<file path="src/rtl/vectored_interrupt_controller.sv">
// Fixed-priority vectored interrupt controller with mepc/mcause capture.
// Sits between the pipeline's PC-next mux and the PC register.
module vectored_interrupt_controller #(
    parameter int NUM_SRC   = 8,
    parameter int PC_W      = 32,
    parameter bit EDGE_TRIG = 1'b1,
    parameter bit VECTORED  = 1'b1
) (
    input  logic               clk,
    input  logic               reset,
    input  logic [NUM_SRC-1:0] irq,
    input  logic [NUM_SRC-1:0] irq_en,
    input  logic               global_ie,
    input  logic [PC_W-1:0]    mtvec_base,
    input  logic [PC_W-1:0]    pc_next,
    input  logic               mret,
    output logic [PC_W-1:0]    pc_next_final,
    output logic [PC_W-1:0]    mepc,
    output logic [4:0]         mcause,
    output logic               irq_ack,
    output logic               in_isr,
    output logic [NUM_SRC-1:0] pending
);

    localparam logic [1:0] S_IDLE   = 2'd0;
    localparam logic [1:0] S_SAVE   = 2'd1;
    localparam logic [1:0] S_VECTOR = 2'd2;
    localparam logic [1:0] S_ISR    = 2'd3;

    logic [1:0]         state_q;
    logic [1:0]         state_d;
    logic [NUM_SRC-1:0] eligible;
    logic [4:0]         winner;
    logic               claim;
    logic [PC_W-1:0]    base_aligned;
    logic [PC_W-1:0]    vec_off;

    assign eligible = pending & irq_en & {NUM_SRC{global_ie}};
    assign claim    = (state_q == S_IDLE) && (|eligible);

    // Scan downward so the lowest set index wins.
    always_comb begin
        winner = '0;
        for (int i = NUM_SRC - 1; i >= 0; i--) begin
            if (eligible[i]) begin
                winner = 5'(i);
            end
        end
    end

    if (EDGE_TRIG) begin : g_edge
        logic [NUM_SRC-1:0] irq_d;
        logic [NUM_SRC-1:0] pend_q;
        logic [NUM_SRC-1:0] claim_mask;

        assign claim_mask = claim ? (NUM_SRC'(1) << winner) : '0;

        // A fresh edge in the claim cycle re-arms the bit.
        always_ff @(posedge clk or negedge reset) begin
            if (!reset) begin
                irq_d  <= '0;
                pend_q <= '0;
            end else begin
                irq_d  <= irq;
                pend_q <= (pend_q & ~claim_mask) | (irq & ~irq_d);
            end
        end

        assign pending = pend_q;
    end else begin : g_level
        assign pending = irq;
    end

    always_comb begin
        state_d = state_q;
        unique case (state_q)
            S_IDLE:   if (claim) state_d = S_SAVE;
            S_SAVE:   state_d = S_VECTOR;
            S_VECTOR: state_d = S_ISR;
            S_ISR:    if (mret) state_d = S_IDLE;
            default:  state_d = S_IDLE;
        endcase
    end

    always_ff @(posedge clk or negedge reset) begin
        if (!reset) begin
            state_q <= S_IDLE;
            mepc    <= '0;
            mcause  <= '0;
        end else begin
            state_q <= state_d;
            if (claim) begin
                mcause <= winner;
            end
            if (state_q == S_SAVE) begin
                mepc <= pc_next;
            end
        end
    end

    assign base_aligned = mtvec_base & ~PC_W'(3);

    always_comb begin
        vec_off = '0;
        if (VECTORED) begin
            vec_off = PC_W'(mcause) << 2;
        end
    end

    always_comb begin
        pc_next_final = pc_next;
        if (state_q == S_VECTOR) begin
            pc_next_final = base_aligned + vec_off;
        end else if (state_q == S_ISR && mret) begin
            pc_next_final = mepc;
        end
    end

    assign irq_ack = (state_q == S_VECTOR);
    assign in_isr  = (state_q != S_IDLE);

endmodule

</file>
<file path="config.mk">
export PLATFORM = sky130hd
export DESIGN_NAME = vectored_interrupt_controller
export DESIGN_NICKNAME = d
export VERILOG_FILES = /design/src/rtl/vectored_interrupt_controller.sv
export SDC_FILE = /design/constraint.sdc
export NUM_CORES = 1
export LEC_CHECK = 0
export CORE_MARGIN = 1
export CORE_UTILIZATION = 40
export CTS_CLUSTER_SIZE = 10
export DETAILED_ROUTE_END_ITERATION = 7
export GPL_TIMING_DRIVEN = 0
export MAX_ROUTING_LAYER = met4
export PLACE_DENSITY_LB_ADDON = 0.12
export SETUP_SLACK_MARGIN = 0.5
export SLEW_MARGIN = 5
export SYNTH_ARGS = -nofsm -noshare
export SYNTH_HDL_FRONTEND = slang
export SYNTH_SLANG_ARGS = --single-unit
</file>
<file path="constraint.sdc">
create_clock -name clk -period 3.11 [get_ports clk]
set_input_delay 0.311 -clock clk [delete_from_list [all_inputs] [get_ports clk]]
set_output_delay 0.311 -clock clk [all_outputs]
set_load 0.02 [all_outputs]
</file>
=== After elaboration in Yosys (flattened, before gate mapping) ===
Index checks and enable logic that the tools add are counted.

* Flip-flop bits (word level): 55
* Input bits: 84
* Logic and storage cells: 39

* Add/sub/neg operators: 1
* Equal/unequal tests: 5
* Shifts and indexed selects: 1
* Multiplexer cells: 14
* Bitwise operators: 7
* Reduce and logical (&&, ||, !) cells: 6

{| class="wikitable"
|+ Operators by type and width
! kind !! number
|-
| $mux W32 || 2
|-
| $add A32 B7 Y32 || 1
|-
| $and A8 B8 Y8 || 4
|-
| $not A8 Y8 || 2
|-
| $mux W3 || 5
|-
| $mux W5 || 3
|-
| $mux W8 || 1
|-
| $or A8 B8 Y8 || 1
|-
| $pmux W2 S4 || 1
|-
| $reduce_or A8 Y1 || 1
|-
| $shl A1 B5 Y8 const A || 1
|-
| $eq A2 B2 Y1 const B || 2
|-
| $mux W2 || 2
|-
| $ne A2 B2 Y1 const B || 2
|-
| $eq A2 B1 Y1 const B || 1
|-
| $logic_and A1 B1 Y1 || 2
|-
| $logic_not A2 Y1 || 1
|-
| $reduce_and A2 Y1 || 1
|-
| $reduce_bool A2 Y1 || 1
|}

=== Longest topological paths before layout ===
Gate-level depths: netlist (run 1).

* Word-level depth: 15
* Mapped depth: 8
* Gate-level depth less buffers: 8

=== Least setup slack after synthesis (run 1) ===
Ideal clock, no wire load.

* Path type: register to output
* Start: reg mcause[0]
* End: out pc_next_final[28]
* Arrival: 2383 ps
* Data required time: 2799 ps
* Slack: 416 ps
* Cell stages (with the launch flop): 9
* Cell sequence: dfrtp_1 ha_1 inv_1 fa_1 nand2b_1 a211o_1 nor4_4 xnor2_1 a21oi_1

* Cells in the longest elaborated chain, start to end: 2

{| class="wikitable"
|+ RTL lines
! element !! line !! text
|-
| from (decl) || 19 || <nowiki>output logic [4:0] mcause,</nowiki>
|-
| from (signal assigned) || 93 || <nowiki>mcause <= winner;</nowiki>
|-
| $add A32 B7 Y32 || 113 || <nowiki>pc_next_final = base_aligned + vec_off;</nowiki>
|-
| $mux W32 || 112 || <nowiki>if (state_q == S_VECTOR) begin</nowiki>
|-
| to (decl) || 17 || <nowiki>output logic [PC_W-1:0] pc_next_final,</nowiki>
|}

No other way between the ends.

=== Worst setup path in the final report (run 1) ===
* Start: reg mcause[0]
* End: out pc_next_final[20]

The elaborated chain is that of the path after synthesis.

==> out/results.env, run 1 <==
MIN_DELAY_PATH_DEPTH=4
YS.WARNINGS.COUNT=0
CORE_AREA_UM2=8763
YOSYS.CELL_COUNT.TOP_TYPE='sky130_fd_sc_hd__dfrtp_1'
RR_STARTPOINT='state_q[0]$_DFFE_PN0P_'
TIMING.FMAX_GHz=0.3549
CRIT_FANOUT=6
POWER.STATIC_LEAKAGE_uW=0.002549
HTREE_LEVELS=2
PORTION_OF_THE_CLOCK_CYCLE_CONSUMED_BY_THE_WORST_PATH_IN_THE_FINAL_LAYOUT=0.9060
GLOBAL_ROUTE.OVERFLOW_TOTAL=0
SYNTH_AREA_LEADERS='sky130_fd_sc_hd__dfrtp_1 37%, sky130_fd_sc_hd__mux2_2 10%, sky130_fd_sc_hd__a211oi_1 5.4%'
HOLD_START='global_ie'
CP.ARRIVAL_NS=2.51
WORST_SLEW_MARGIN_REL=0.5126
YS_FF_LATCH=53
WORST_IR_DROP_VDD_mV=0.4184
VIA_COUNT_NORMALIZED_BY_INSTANCE_COUNT=5.508
SYNTH_CELL_TYPES=53
FLOW.AREA_GROWTH_FROM_SYNTHESIS_PCT=58.98
FINALWIRELENGTH_MM=11.55
GP_CONGESTION=0.9024
CELL_COUNT_AFTER_SYNTHESIS=382
REG2REG_DEPTH=6
FLOORPLAN.DIE.WIDTH_UM=97.18
CLK-INSERTION-DELAY-LATE_NS=0.32
BUFFER_PORTS.INSERTED=156
FP.DIEAREA_UM2=9443
POWER.DENSITY_CELL_AREA_nW_PER_UM2=855.0
SYNTH_COMMON_CELLS='53 x sky130_fd_sc_hd__dfrtp_1, 34 x sky130_fd_sc_hd__a21oi_1, 33 x sky130_fd_sc_hd__mux2_2'
WORST_EP_REQUIRED_TIME_NS=2.80
SYNTH_SEQ_AREA_SHARE=0.3660
FINAL_HOLD_VIOL_COUNT=0
REMAINING_DRC_ERRORS=0
WORST_PIN_SLEW_NS=0.7235
GRT_ANTENNA_BEFORE_REPAIR=0
CRITICAL_PATH.STARTPOINT_TYPE='flip-flop'
CTS_TREE='built'
DRT_ITER0_MARKERS=100
MIN_PATH_TYPE='in2reg'
CLOCK_BUFFERS_CREATED_BY_TRITONCTS=5
R2R-END='pending[7]$_DFF_PN0_'
POSTSYNTHAREAPERCELL_UM2=9.486
ENDPOINT_WORST_HOLD='pending[0]$_DFF_PN0_'
DETAIL-ROUTE-ANTENNA-NETS=0
DPL_CELL_AREA_UM2=5373
WORST_PATH_CLK_SLEW_NS=0.11
MAXIMUM_NUMBER_OF_PINS_ON_ONE_NET_BEFORE_GLOBAL_ROUTE_REPAIR=31
VIAS=3707
NUM-NETS-FINAL=657
GLOBALROUTETOTALUTIL=0.2540
SYN-CELL-AREA_UM2=3623
VIAS_IN_THE_FIRST_GLOBAL_ROUTE=3723
FINALMAXSLEWVIOLATIONS=0
FP-ROW-COUNT=34
SYNTH_ENABLE_FLOP_CELLS=0
TIMING.FINAL.CRIT_PERIOD_NS=2.818
MAX_CAP_VIOL=0
START_UTIL=0.4135
CLOCK-ROOT-BUFFER='sky130_fd_sc_hd__clkbuf_8'
DETAIL_ROUTE.WL_PER_CELL_UM=17.16
DETAILEDROUTE.FIRSTPASSITERATIONCOUNT=5
SETUP_VIOLATIONS=0
DIE_HEIGHT_UM=97.18
CLOCK_SINK_COUNT=53
CRITICALPATHCATEGORY='reg2out'
POSTLAYOUTCOREUTIL=0.6573
WORST-R2R-SETUP-SLACK_NS=0.96
DRIVE_ABOVE_1_SHARE=0.2584
CTS_MAX_PATH_BUFFERS=2
NETLIST.TOP_CELL.BY_AREA='sky130_fd_sc_hd__dfrtp_1'
FINISH.INSTANCE_AREA_UM2=5761
NATURE_OF_THE_CRITICAL_PATH_ENDPOINT='output port'
POWER_uW=4925
SYNTHARSTFLOPSHARE=1.000
OUTCOME='complete, no violations'
GLOBAL_ROUTE_WIRE_LENGTH_BEFORE_REPAIR_MM=18.93
SYNTH_FF_TYPE='sky130_fd_sc_hd__dfrtp_1'
IO_PINS=163
CLOCK_SKEW_NS=0.008344
YOSYSTOPAREACELLSHARE=0.3660
N_ANTENNA_CELL=0
HPWL_MM=8.613
RSZ_0062_RAISED_AFTER_GLOBAL_ROUTING='yes'
-- area by class of cell --
cell class                      instances  area [um2]
Buffer                                 25       153.9
Multi-Input combinational cell        287        2350
Sequential cell                        53        1328
Tap cell                              108       135.1
Clock inverter                          2       17.52
Clock buffer                            6       82.58
Inverter                               18       67.56
Timing Repair Buffer                  174        1627
Fill cell                             728        3003
-- worst max-delay path by stage --
stage | startpoint | to | slack, ns | cells after the start
6_report | mcause[0]$_DFFE_PN0P_ | pc_next_final[20] | 0.29 | 10
5_1_grt | mcause[0]$_DFFE_PN0P_ | pc_next_final[26] | 0.16 | 10
4_1_cts | mcause[0]$_DFFE_PN0P_ | pc_next_final[28] | 0.22 | 9
3_5_place_dp | mtvec_base[2] | pc_next_final[18] | -0.48 | 10
3_3_place_gp | mtvec_base[2] | pc_next_final[28] | -0.44 | 10
2_1_floorplan | mcause[0]$_DFFE_PN0P_ | pc_next_final[28] | 0.51 | 8
-- cells by family (layout without fill, tap and decap cells) --
kind of cell | Yosys count | in the layout | share of synthesized area
simple gates | 113 | 113 | 0.1899
compound gates | 96 | 96 | 0.1657
flops | 53 | 53 | 0.3660
buf+inv | 43 | 225 | 0.05697
mux | 40 | 40 | 0.1219
xor+xnor | 27 | 27 | 0.06526
fa+ha+maj | 9 | 9 | 0.03315
other cells | 1 | 2 | 0.001035
-- timing repair --
| action | 4_1_cts | 5_1_grt |
|---|---|---|
| hold endpoints to repair | 2 | 0 |
| buffers inserted | 12 | 4 |
| endpoints found under the setup margin | 32 | 26 |
| pin swaps | 20 | 24 |
| gates resized for setup | 148 | 49 |
| hold buffers | 1 | 0 |
-- metrics by stage --
step | setup TNS (ns) | instances | worst slack, ns | hold slack [ns]
after floorplan | 0 | 383 | 0.5139 | 0.01541
after global placement | -5.719 | 647 | -0.4364 | 0.4069
after detailed placement | -6.061 | 648 | -0.4828 | 0.3570
after CTS | 0 | 669 | 0.2178 | 0.3832
after global routing | 0 | 673 | 0.1638 | 0.4153
final | 0 | 673 | 0.2924 | 0.3944
-- power breakdown --
group / leakage [uW] / internal [uW] / switching (uW)
Combinational: 0.00190 / 1550 / 1760
Sequential: 0.000600 / 965 / 201
Clock: 0.0000518 / 186 / 263
Total: 0.00255 / 2700 / 2230
-- per-layer routing --
metal / up-vias / track usage / routed length, um
li1: 1743 / - / -
met1: 1816 / 0.3088 / 4774
met2: 134 / 0.4355 / 5892
met3: 14 / 0.05180 / 741
met4: 0 / 0.05511 / 142
met5: - / - / 0
-- state kept, by name, summed over array words and instances, names as in the netlist --
name and count:
pending 8, state_q 2, mepc 32, g_edge.irq_d 8, mcause 3
-- placed cells by master (no fill, tap or decap), drive strengths merged, types with 3 or more instances in the layout --
cell type / instances
o21ai: 18
a211oi: 26
clkdlybuf4s50: 117
nor4: 4
nor2: 7
clkbuf: 20
xor2: 9
and3: 29
ha: 8
nand2b: 4
buf: 54
nand4: 8
nand2: 29
nand3: 16
dlygate4sd2: 9
nor3: 8
dlymetal6s2s: 3
a21oi: 34
mux2: 33
xnor2: 18
dfrtp: 53
inv: 19
mux2i: 7
-- worst max-delay path, stage by stage (launching register included) --
cell,delay [ns]
sky130_fd_sc_hd__dfrtp_1,0.40
sky130_fd_sc_hd__ha_4,0.15
sky130_fd_sc_hd__inv_2,0.04
sky130_fd_sc_hd__fa_2,0.35
sky130_fd_sc_hd__nand2b_4,0.16
sky130_fd_sc_hd__a211o_4,0.39
sky130_fd_sc_hd__buf_4,0.16
sky130_fd_sc_hd__nor3_4,0.13
sky130_fd_sc_hd__xnor2_1,0.16
sky130_fd_sc_hd__a21oi_2,0.08
sky130_fd_sc_hd__buf_4,0.18
(Power assumes the default switching activity.)
==> run 2, diff against run 1 <==
RECOVER_POWER = 25   (was default)
==> run 2 against run 1 <==
Maximum frequency hardly changed. Non-clock buffer count did not move. Worst setup slack barely moved. Sequential share of layout area rose by 0.065 points. Final cell count did not move. Power about the same. Routed wire length about the same. Hold slack better by 0.0019 ns. Critical path depth unchanged. Global-route usage unchanged. Via count is essentially flat. Utilization shrank 0.19 points.
==> out/results.env, run 2 (same netlist as run 1, synthesis figures left out) <==
DETAIL_ROUTE.WL_PER_CELL_UM=17.18  # was 17.16 um
DPL_CELL_AREA_UM2=5373  # unchanged
DIE_HEIGHT_UM=97.18  # unchanged
WORST_EP_REQUIRED_TIME_NS=2.80  # about the same
TIMING.FINAL.CRIT_PERIOD_NS=2.818  # about the same
GP_CONGESTION=0.9024  # unchanged
CTS_MAX_PATH_BUFFERS=2  # unchanged
MOSTFREQUENTLAYOUTCELL='sky130_fd_sc_hd__clkdlybuf4s50_1'  # unchanged
CORE_AREA_UM2=8763  # unchanged
CRITICALPATHCATEGORY='reg2out'  # unchanged
NATURE_OF_THE_CRITICAL_PATH_ENDPOINT='output port'  # unchanged
CRITICAL_PATH.STARTPOINT_TYPE='flip-flop'  # unchanged
NETSWITCHINGFRACTION=0.4529  # was 0.4522
DETAIL-ROUTE-ANTENNA-NETS=0  # unchanged
N_FILL_CELL=731  # was 728
PORTION_OF_THE_CLOCK_CYCLE_CONSUMED_BY_THE_WORST_PATH_IN_THE_FINAL_LAYOUT=0.9060  # about the same
FLIP_FLOP_COUNT_OF_THE_LARGEST_REGISTER_AFTER_LAYOUT=32  # unchanged
CLOCK_BUFFERS_CREATED_BY_TRITONCTS=5  # unchanged
OUTCOME='complete, no violations'  # unchanged
REMAINING_DRC_ERRORS=0  # unchanged
FINISH.INSTANCE_AREA_UM2=5744  # was 5761 um2
FLOW.AREA_GROWTH_FROM_SYNTHESIS_PCT=58.53  # was 58.98%
VIAS_IN_THE_FIRST_GLOBAL_ROUTE=3723  # unchanged
POWER_REPORT.INTERNAL_TOTAL_uW=2694  # was 2698 uW
CLOCK_POWER_SHARE=0.091  # about the same
FINALWORSTSETUPSLACK_NS=0.2922  # was 0.2924 ns
DRIVE_ABOVE_1_SHARE=0.2566  # was 0.2584
CLOCK_SINK_COUNT=53  # unchanged
IO_PINS=163  # unchanged
CRIT_FANOUT=6  # unchanged
FINAL_HOLD_VIOL_COUNT=0  # unchanged
HPWL_MM=8.613  # unchanged
START_UTIL=0.4135  # unchanged
CTS_TREE='built'  # unchanged
MAXIMUM_NUMBER_OF_PINS_ON_ONE_NET_BEFORE_GLOBAL_ROUTE_REPAIR=31  # unchanged
WORST_PIN_SLEW_NS=1.392  # was 0.7235 ns
SETUP_VIOLATIONS=0  # unchanged
FINALMAXSLEWVIOLATIONS=0  # unchanged
FP-ROW-COUNT=34  # unchanged
RSZ_0062_RAISED_AFTER_GLOBAL_ROUTING='yes'  # unchanged
HTREE_LEVELS=2  # unchanged
VIA_COUNT_NORMALIZED_BY_INSTANCE_COUNT=5.510  # was 5.508
DP_WORST_SLACK_NS=-0.4828  # unchanged
FINALWIRELENGTH_MM=11.56  # was 11.55 mm
CP.ARRIVAL_NS=2.51  # about the same
WORST_IR_DROP_VDD_mV=0.4183  # was 0.4184 mV
POWER.STATIC_LEAKAGE_uW=0.002543  # was 0.002549 uW
DETAILEDROUTE.FIRSTPASSITERATIONCOUNT=5  # unchanged
MAX_CAP_VIOL=0  # unchanged
MULTI_INPUT_AREA_UM2=2350  # unchanged
MIN_PATH_TYPE='in2reg'  # unchanged
N_ANTENNA_CELL=0  # unchanged
GLOBAL_ROUTE.OVERFLOW_TOTAL=0  # unchanged
CLOCK_SKEW_NS=0.008356  # was 0.008344 ns
HOLD_SLACK_NS=0.3963  # was 0.3944 ns
POWER.DENSITY_CELL_AREA_nW_PER_UM2=857.1  # was 855.0 nW/um2
NUM-NETS-FINAL=657  # unchanged
FP.DIEAREA_UM2=9443  # unchanged
GLOBAL_ROUTE_WIRE_LENGTH_BEFORE_REPAIR_MM=18.93  # unchanged
WORST_PATH_CLK_SLEW_NS=0.11  # about the same
SEQUENTIAL_CELL_AREA_UM2=1328  # unchanged
CLOCK-ROOT-BUFFER='sky130_fd_sc_hd__clkbuf_8'  # unchanged
TIMING.FMAX_GHz=0.3549  # about the same
SEQ_POWER_SHARE=0.237  # about the same
FINALSETUPTNS_NS=0  # unchanged
POWER_uW=4924  # was 4925 uW
GRT_ANTENNA_BEFORE_REPAIR=0  # unchanged
VIAS=3708  # was 3,707
DRT_ITER0_MARKERS=100  # unchanged
GLOBALROUTETOTALUTIL=0.2540  # unchanged
WORST_SLEW_MARGIN_REL=0.07178  # was 0.5126
LAYOUT_COMMON_CELLS='109 x sky130_fd_sc_hd__clkdlybuf4s50_1, 52 x sky130_fd_sc_hd__dfrtp_1, 37 x sky130_fd_sc_hd__buf_4'  # was 117 x sky130_fd_sc_hd__clkdlybuf4s50_1, 52 x sky130_fd_sc_hd__dfrtp_1, 37 x sky130_fd_sc_hd__buf_4
COMBPWRFRAC=0.672  # about the same
P_SW_uW=2230  # was 2227 uW
FLOORPLAN.DIE.WIDTH_UM=97.18  # unchanged
TOP_REGISTER='mepc'  # unchanged
CLK-INSERTION-DELAY-LATE_NS=0.32  # about the same
BUFFER_PORTS.INSERTED=156  # unchanged
[run 2: cell count changes in the layout (fill, tap and decap cells not counted)]
cell	before	now
sky130_fd_sc_hd__clkbuf_1	6	7
sky130_fd_sc_hd__buf_12	1	0
sky130_fd_sc_hd__clkdlybuf4s50_1	117	109
sky130_fd_sc_hd__clkbuf_2	8	9
sky130_fd_sc_hd__buf_2	7	6
sky130_fd_sc_hd__dlygate4sd3_1	1	9
[run 2: path summary, 6_finish.rpt]
path                                      startpoint                     to  slack (ns)  cells after the start
max                            mcause[0]$_DFFE_PN0P_      pc_next_final[20]        0.29                     10
min                                        global_ie   pending[0]$_DFF_PN0_        0.40                      4
max reg2reg                   state_q[0]$_DFFE_PN0P_   pending[7]$_DFF_PN0_        0.93                      6
min reg2reg                g_edge.irq_d[7]$_DFF_PN0_   pending[7]$_DFF_PN0_        0.42                      1
max in group asynchronous                      reset  mcause[2]$_DFFE_PN0P_        0.78                      3
min in group asynchronous                      reset   mepc[12]$_DFFE_PN0N_        0.82                      2
[run 2: critical path: stages (launching register included)]
cell and delay, ns:
sky130_fd_sc_hd__dfrtp_1 0.40, sky130_fd_sc_hd__ha_4 0.15, sky130_fd_sc_hd__inv_2 0.04, sky130_fd_sc_hd__fa_2 0.35, sky130_fd_sc_hd__nand2b_4 0.16, sky130_fd_sc_hd__a211o_4 0.39
sky130_fd_sc_hd__buf_4 0.16, sky130_fd_sc_hd__nor3_4 0.13, sky130_fd_sc_hd__xnor2_1 0.16, sky130_fd_sc_hd__a21oi_2 0.08, sky130_fd_sc_hd__buf_4 0.18
[run 2: per-stage QoR]
stage | std cells | util
after floorplan | 383 | -
after global placement | 647 | 0.6114
after detailed placement | 648 | 0.6131
after CTS | 669 | 0.6455
after global routing | 673 | 0.6555
final | 673 | 0.6555
[run 2: what timing repair did]
item,CTS,global route
hold buffers,1,0
resized for setup,148,49
buffers inserted,12,4
pin swaps,20,24
setup endpoints to repair,32,26
endpoints found under the hold margin,2,0
[run 2: final cells by class]
class	instances	share of cell area
Timing Repair Buffer	174	0.2803
Clock buffer	6	0.01438
Inverter	18	0.01176
Multi-Input combinational cell	287	0.4091
Tap cell	108	0.02352
Clock inverter	2	0.003049
Buffer	25	0.02679
Sequential cell	53	0.2311
[run 2: power groups by stage]
stage | combinational (uW) | sequential [uW] | clock, uW
floorplan | 1500 | 1450 | 0
global placement | 3210 | 1160 | 0
detailed placement | 3250 | 1180 | 0
CTS | 3250 | 1160 | 469
global route | 3540 | 1210 | 490
finish | 3310 | 1170 | 449
[run 2: metal layers]
layer,global-route usage,vias up,share of wire
met3,0.05180,14,0.063
met2,0.4355,133,0.51
met4,0.05511,0,0.012
li1,-,1744,-
met1,0.3088,1817,0.41
met5,-,-,0
==> run 3, diff against run 2 <==
PLACE_DENSITY = 0.77   (was default)
PLACE_DENSITY_LB_ADDON = default   (was 0.12)
==> run 3 against run 2 <==
Routed wire length rose by 5.2%. Final cell count is 0.30% higher. Sequential power about the same.
==> out/results.env, run 3 (same netlist as run 1, synthesis figures left out) <==
R2R-END='pending[6]$_DFF_PN0_'  # was pending[7]$_DFF_PN0_
DP_WORST_SLACK_NS=-0.4625  # was -0.4828 ns
CTS_MAX_PATH_BUFFERS=2  # unchanged
SETUP_VIOLATIONS=0  # unchanged
FLOW.AREA_GROWTH_FROM_SYNTHESIS_PCT=59.81  # was 58.53%
CLOCK_SKEW_NS=0.006727  # was 0.008356 ns
CRITICAL_PATH_BUF_INV_COUNT=3  # unchanged
WORST_PATH_CLK_SLEW_NS=0.10  # was 0.11 ns
RSZ_0062_RAISED_AFTER_GLOBAL_ROUTING='yes'  # unchanged
HOLD_SLACK_NS=0.3969  # was 0.3963 ns
DETAIL-ROUTE-ANTENNA-NETS=0  # unchanged
POWER.STATIC_LEAKAGE_uW=0.002566  # was 0.002543 uW
POWER_uW=5002  # was 4924 uW
DPL_CELL_AREA_UM2=5373  # unchanged
FP.DIEAREA_UM2=9443  # unchanged
CLOCK_SINK_COUNT=53  # unchanged
GP_CONGESTION=0.8908  # was 0.9024
GRT_ANTENNA_BEFORE_REPAIR=0  # unchanged
FLIP_FLOP_COUNT_OF_THE_LARGEST_REGISTER_AFTER_LAYOUT=32  # unchanged
FINISH.INSTANCE_AREA_UM2=5791  # was 5744 um2
N_FILL_CELL=695  # was 731
REG2REG_DEPTH=6  # unchanged
PATH_DELAY_FAMILY='adder cells'  # unchanged
WORST_SLEW_MARGIN_REL=0.1323  # was 0.07178
FINALWORSTSETUPSLACK_NS=0.3051  # was 0.2922 ns
CRITICAL_PATH.STARTPOINT_TYPE='flip-flop'  # unchanged
CRITICALPATHCATEGORY='reg2out'  # unchanged
DETAIL_ROUTE.WL_PER_CELL_UM=18.01  # was 17.18 um
WORST_IR_DROP_VDD_mV=0.3736  # was 0.4183 mV
HPWL_MM=8.983  # was 8.613 mm
TIMING.FMAX_GHz=0.3565  # was 0.3549 GHz
FINAL_CELLS=675  # was 673
MAXIMUM_NUMBER_OF_PINS_ON_ONE_NET_BEFORE_GLOBAL_ROUTE_REPAIR=31  # unchanged
WORST_PATH_LARGEST_CELL_DELAY_NS=0.39  # was 0.40 ns
GLOBALROUTETOTALUTIL=0.2543  # was 0.2540
POWER.DENSITY_CELL_AREA_nW_PER_UM2=863.9  # was 857.1 nW/um2
FP-ROW-COUNT=34  # unchanged
CRITICAL_PATH_S_MOST_FREQUENT_CELL='sky130_fd_sc_hd__buf_4'  # unchanged
WORST_PIN_SLEW_NS=1.302  # was 1.392 ns
PORTION_OF_THE_CLOCK_CYCLE_CONSUMED_BY_THE_WORST_PATH_IN_THE_FINAL_LAYOUT=0.9019  # was 0.9060
DIE_HEIGHT_UM=97.18  # unchanged
FLOORPLAN.DIE.WIDTH_UM=97.18  # unchanged
NUM-NETS-FINAL=659  # was 657
DRIVE_ABOVE_1_SHARE=0.2540  # was 0.2566
MIN_PATH_TYPE='in2reg'  # unchanged
VIA_COUNT_NORMALIZED_BY_INSTANCE_COUNT=5.554  # was 5.510
MOSTFREQUENTLAYOUTCELL='sky130_fd_sc_hd__clkdlybuf4s50_1'  # unchanged
DRT_ITER0_MARKERS=150  # was 100
CLOCK-ROOT-BUFFER='sky130_fd_sc_hd__clkbuf_8'  # unchanged
MIN_DELAY_PATH_DEPTH=4  # unchanged
REMAINING_DRC_ERRORS=0  # unchanged
BUFFER_PORTS.INSERTED=156  # unchanged
TIMING.FINAL.CRIT_PERIOD_NS=2.805  # was 2.818 ns
LAYOUT_COMMON_CELLS='107 x sky130_fd_sc_hd__clkdlybuf4s50_1, 53 x sky130_fd_sc_hd__dfrtp_1, 36 x sky130_fd_sc_hd__buf_4'  # was 109 x sky130_fd_sc_hd__clkdlybuf4s50_1, 52 x sky130_fd_sc_hd__dfrtp_1, 37 x sky130_fd_sc_hd__buf_4
FINAL_HOLD_VIOL_COUNT=0  # unchanged
CLK-INSERTION-DELAY-LATE_NS=0.32  # about the same
TOP_REGISTER='mepc'  # unchanged
VIAS_IN_THE_FIRST_GLOBAL_ROUTE=3836  # was 3,723
DPL.CELL_COUNT=648  # unchanged
GLOBAL_ROUTE.OVERFLOW_TOTAL=0  # unchanged
RR_STARTPOINT='state_q[0]$_DFFE_PN0P_'  # unchanged
WORST-R2R-SETUP-SLACK_NS=1.02  # was 0.93 ns
HOLD_START='global_ie'  # unchanged
FINALMAXSLEWVIOLATIONS=0  # unchanged
CP.ARRIVAL_NS=2.49  # was 2.51 ns
HTREE_LEVELS=2  # unchanged
CORE_AREA_UM2=8763  # unchanged
NATURE_OF_THE_CRITICAL_PATH_ENDPOINT='output port'  # unchanged
IO_PINS=163  # unchanged
FINALWIRELENGTH_MM=12.16  # was 11.56 mm
CTS_TREE='built'  # unchanged
CRIT_FANOUT=6  # unchanged
VIAS=3749  # was 3,708
CELLS_TRAVERSED_ALONG_THE_WORST_TIMING_PATH='ha_2 > inv_2 > fa_2 > nand2b_4 > a211o_4 > buf_4 > nor3_4 > xnor2_2 > a21oi_2 > buf_4'  # was ha_4 > inv_2 > fa_2 > nand2b_4 > a211o_4 > buf_4 > nor3_4 > xnor2_1 > a21oi_2 > buf_4
DETAILEDROUTE.FIRSTPASSITERATIONCOUNT=4  # was 5
ENDPOINT_WORST_HOLD='pending[2]$_DFF_PN0_'  # was pending[0]$_DFF_PN0_
GLOBAL_ROUTE_WIRE_LENGTH_BEFORE_REPAIR_MM=18.90  # was 18.93 mm
OUTCOME='complete, no violations'  # unchanged
CLOCK_BUFFERS_CREATED_BY_TRITONCTS=5  # unchanged
MAX_CAP_VIOL=0  # unchanged
SLOWEST_STAGE='sky130_fd_sc_hd__a211o_4'  # was sky130_fd_sc_hd__dfrtp_1
WORST_EP_REQUIRED_TIME_NS=2.80  # about the same
N_ANTENNA_CELL=0  # unchanged
START_UTIL=0.4135  # unchanged
[run 3: metrics by stage]
stage,TNS (ns),utilization
after floorplan,0,-
after global placement,-5.207,0.6114
after detailed placement,-5.906,0.6131
after CTS,0,0.6446
after global routing,0,0.6608
final,0,0.6608
[run 3: layout make-up]
type                       instances  area [um2]  share of cell area
sequential                        53        1326              0.2290
inverter                          18       67.56             0.01167
multi-input combinational        287        2364              0.4082
clock buffer                       6       72.57             0.01253
timing repair buffer             176        1632              0.2818
buffer                            25       155.1             0.02679
clock inverter                     2       38.79            0.006698
tap                              108       135.1             0.02334
[run 3: worst max path at each step]
stage                                      from                end  slack, ns  cells after the start
after floorplan           mcause[0]$_DFFE_PN0P_  pc_next_final[28]       0.51                      8
after global placement            mtvec_base[2]  pc_next_final[28]      -0.43                     10
after detailed placement          mtvec_base[2]  pc_next_final[16]      -0.46                     10
after CTS                 mcause[0]$_DFFE_PN0P_  pc_next_final[28]       0.24                      9
after global routing      mcause[0]$_DFFE_PN0P_  pc_next_final[20]       0.21                     10
final                     mcause[0]$_DFFE_PN0P_  pc_next_final[24]       0.31                     10
[run 3: what timing repair did]
| item | CTS | global route |
|---|---|---|
| hold endpoints to repair | 23 | 0 |
| setup endpoints to repair | 32 | 28 |
| pin swaps | 21 | 24 |
| resized for setup | 151 | 48 |
| hold buffers | 1 | 0 |
| setup buffers | 13 | 5 |
[run 3: worst register-to-register path, stage by stage (launching register included)]
cell	delay, ns
sky130_fd_sc_hd__dfrtp_1	0.42
sky130_fd_sc_hd__inv_1	0.13
sky130_fd_sc_hd__ha_1	0.31
sky130_fd_sc_hd__o21ai_0	0.31
sky130_fd_sc_hd__or3_1	0.45
sky130_fd_sc_hd__o21bai_1	0.19
sky130_fd_sc_hd__a22o_1	0.18
[run 3: layer usage]
metal | vias to the layer above | routed length [um] | track usage
li1 | 1757 | - | -
met2 | 153 | 6001 | 0.4269
met3 | 13 | 996 | 0.05540
met5 | - | 0 | -
met4 | 0 | 119 | 0.05855
met1 | 1826 | 5041 | 0.3135
[run 3: power by group]
part	leakage, uW	switching [uW]	internal [uW]	total, uW
Sequential	0.000601	209	963	1170
Clock	0.0000554	246	242	488
Combinational	0.00191	1790	1550	3340
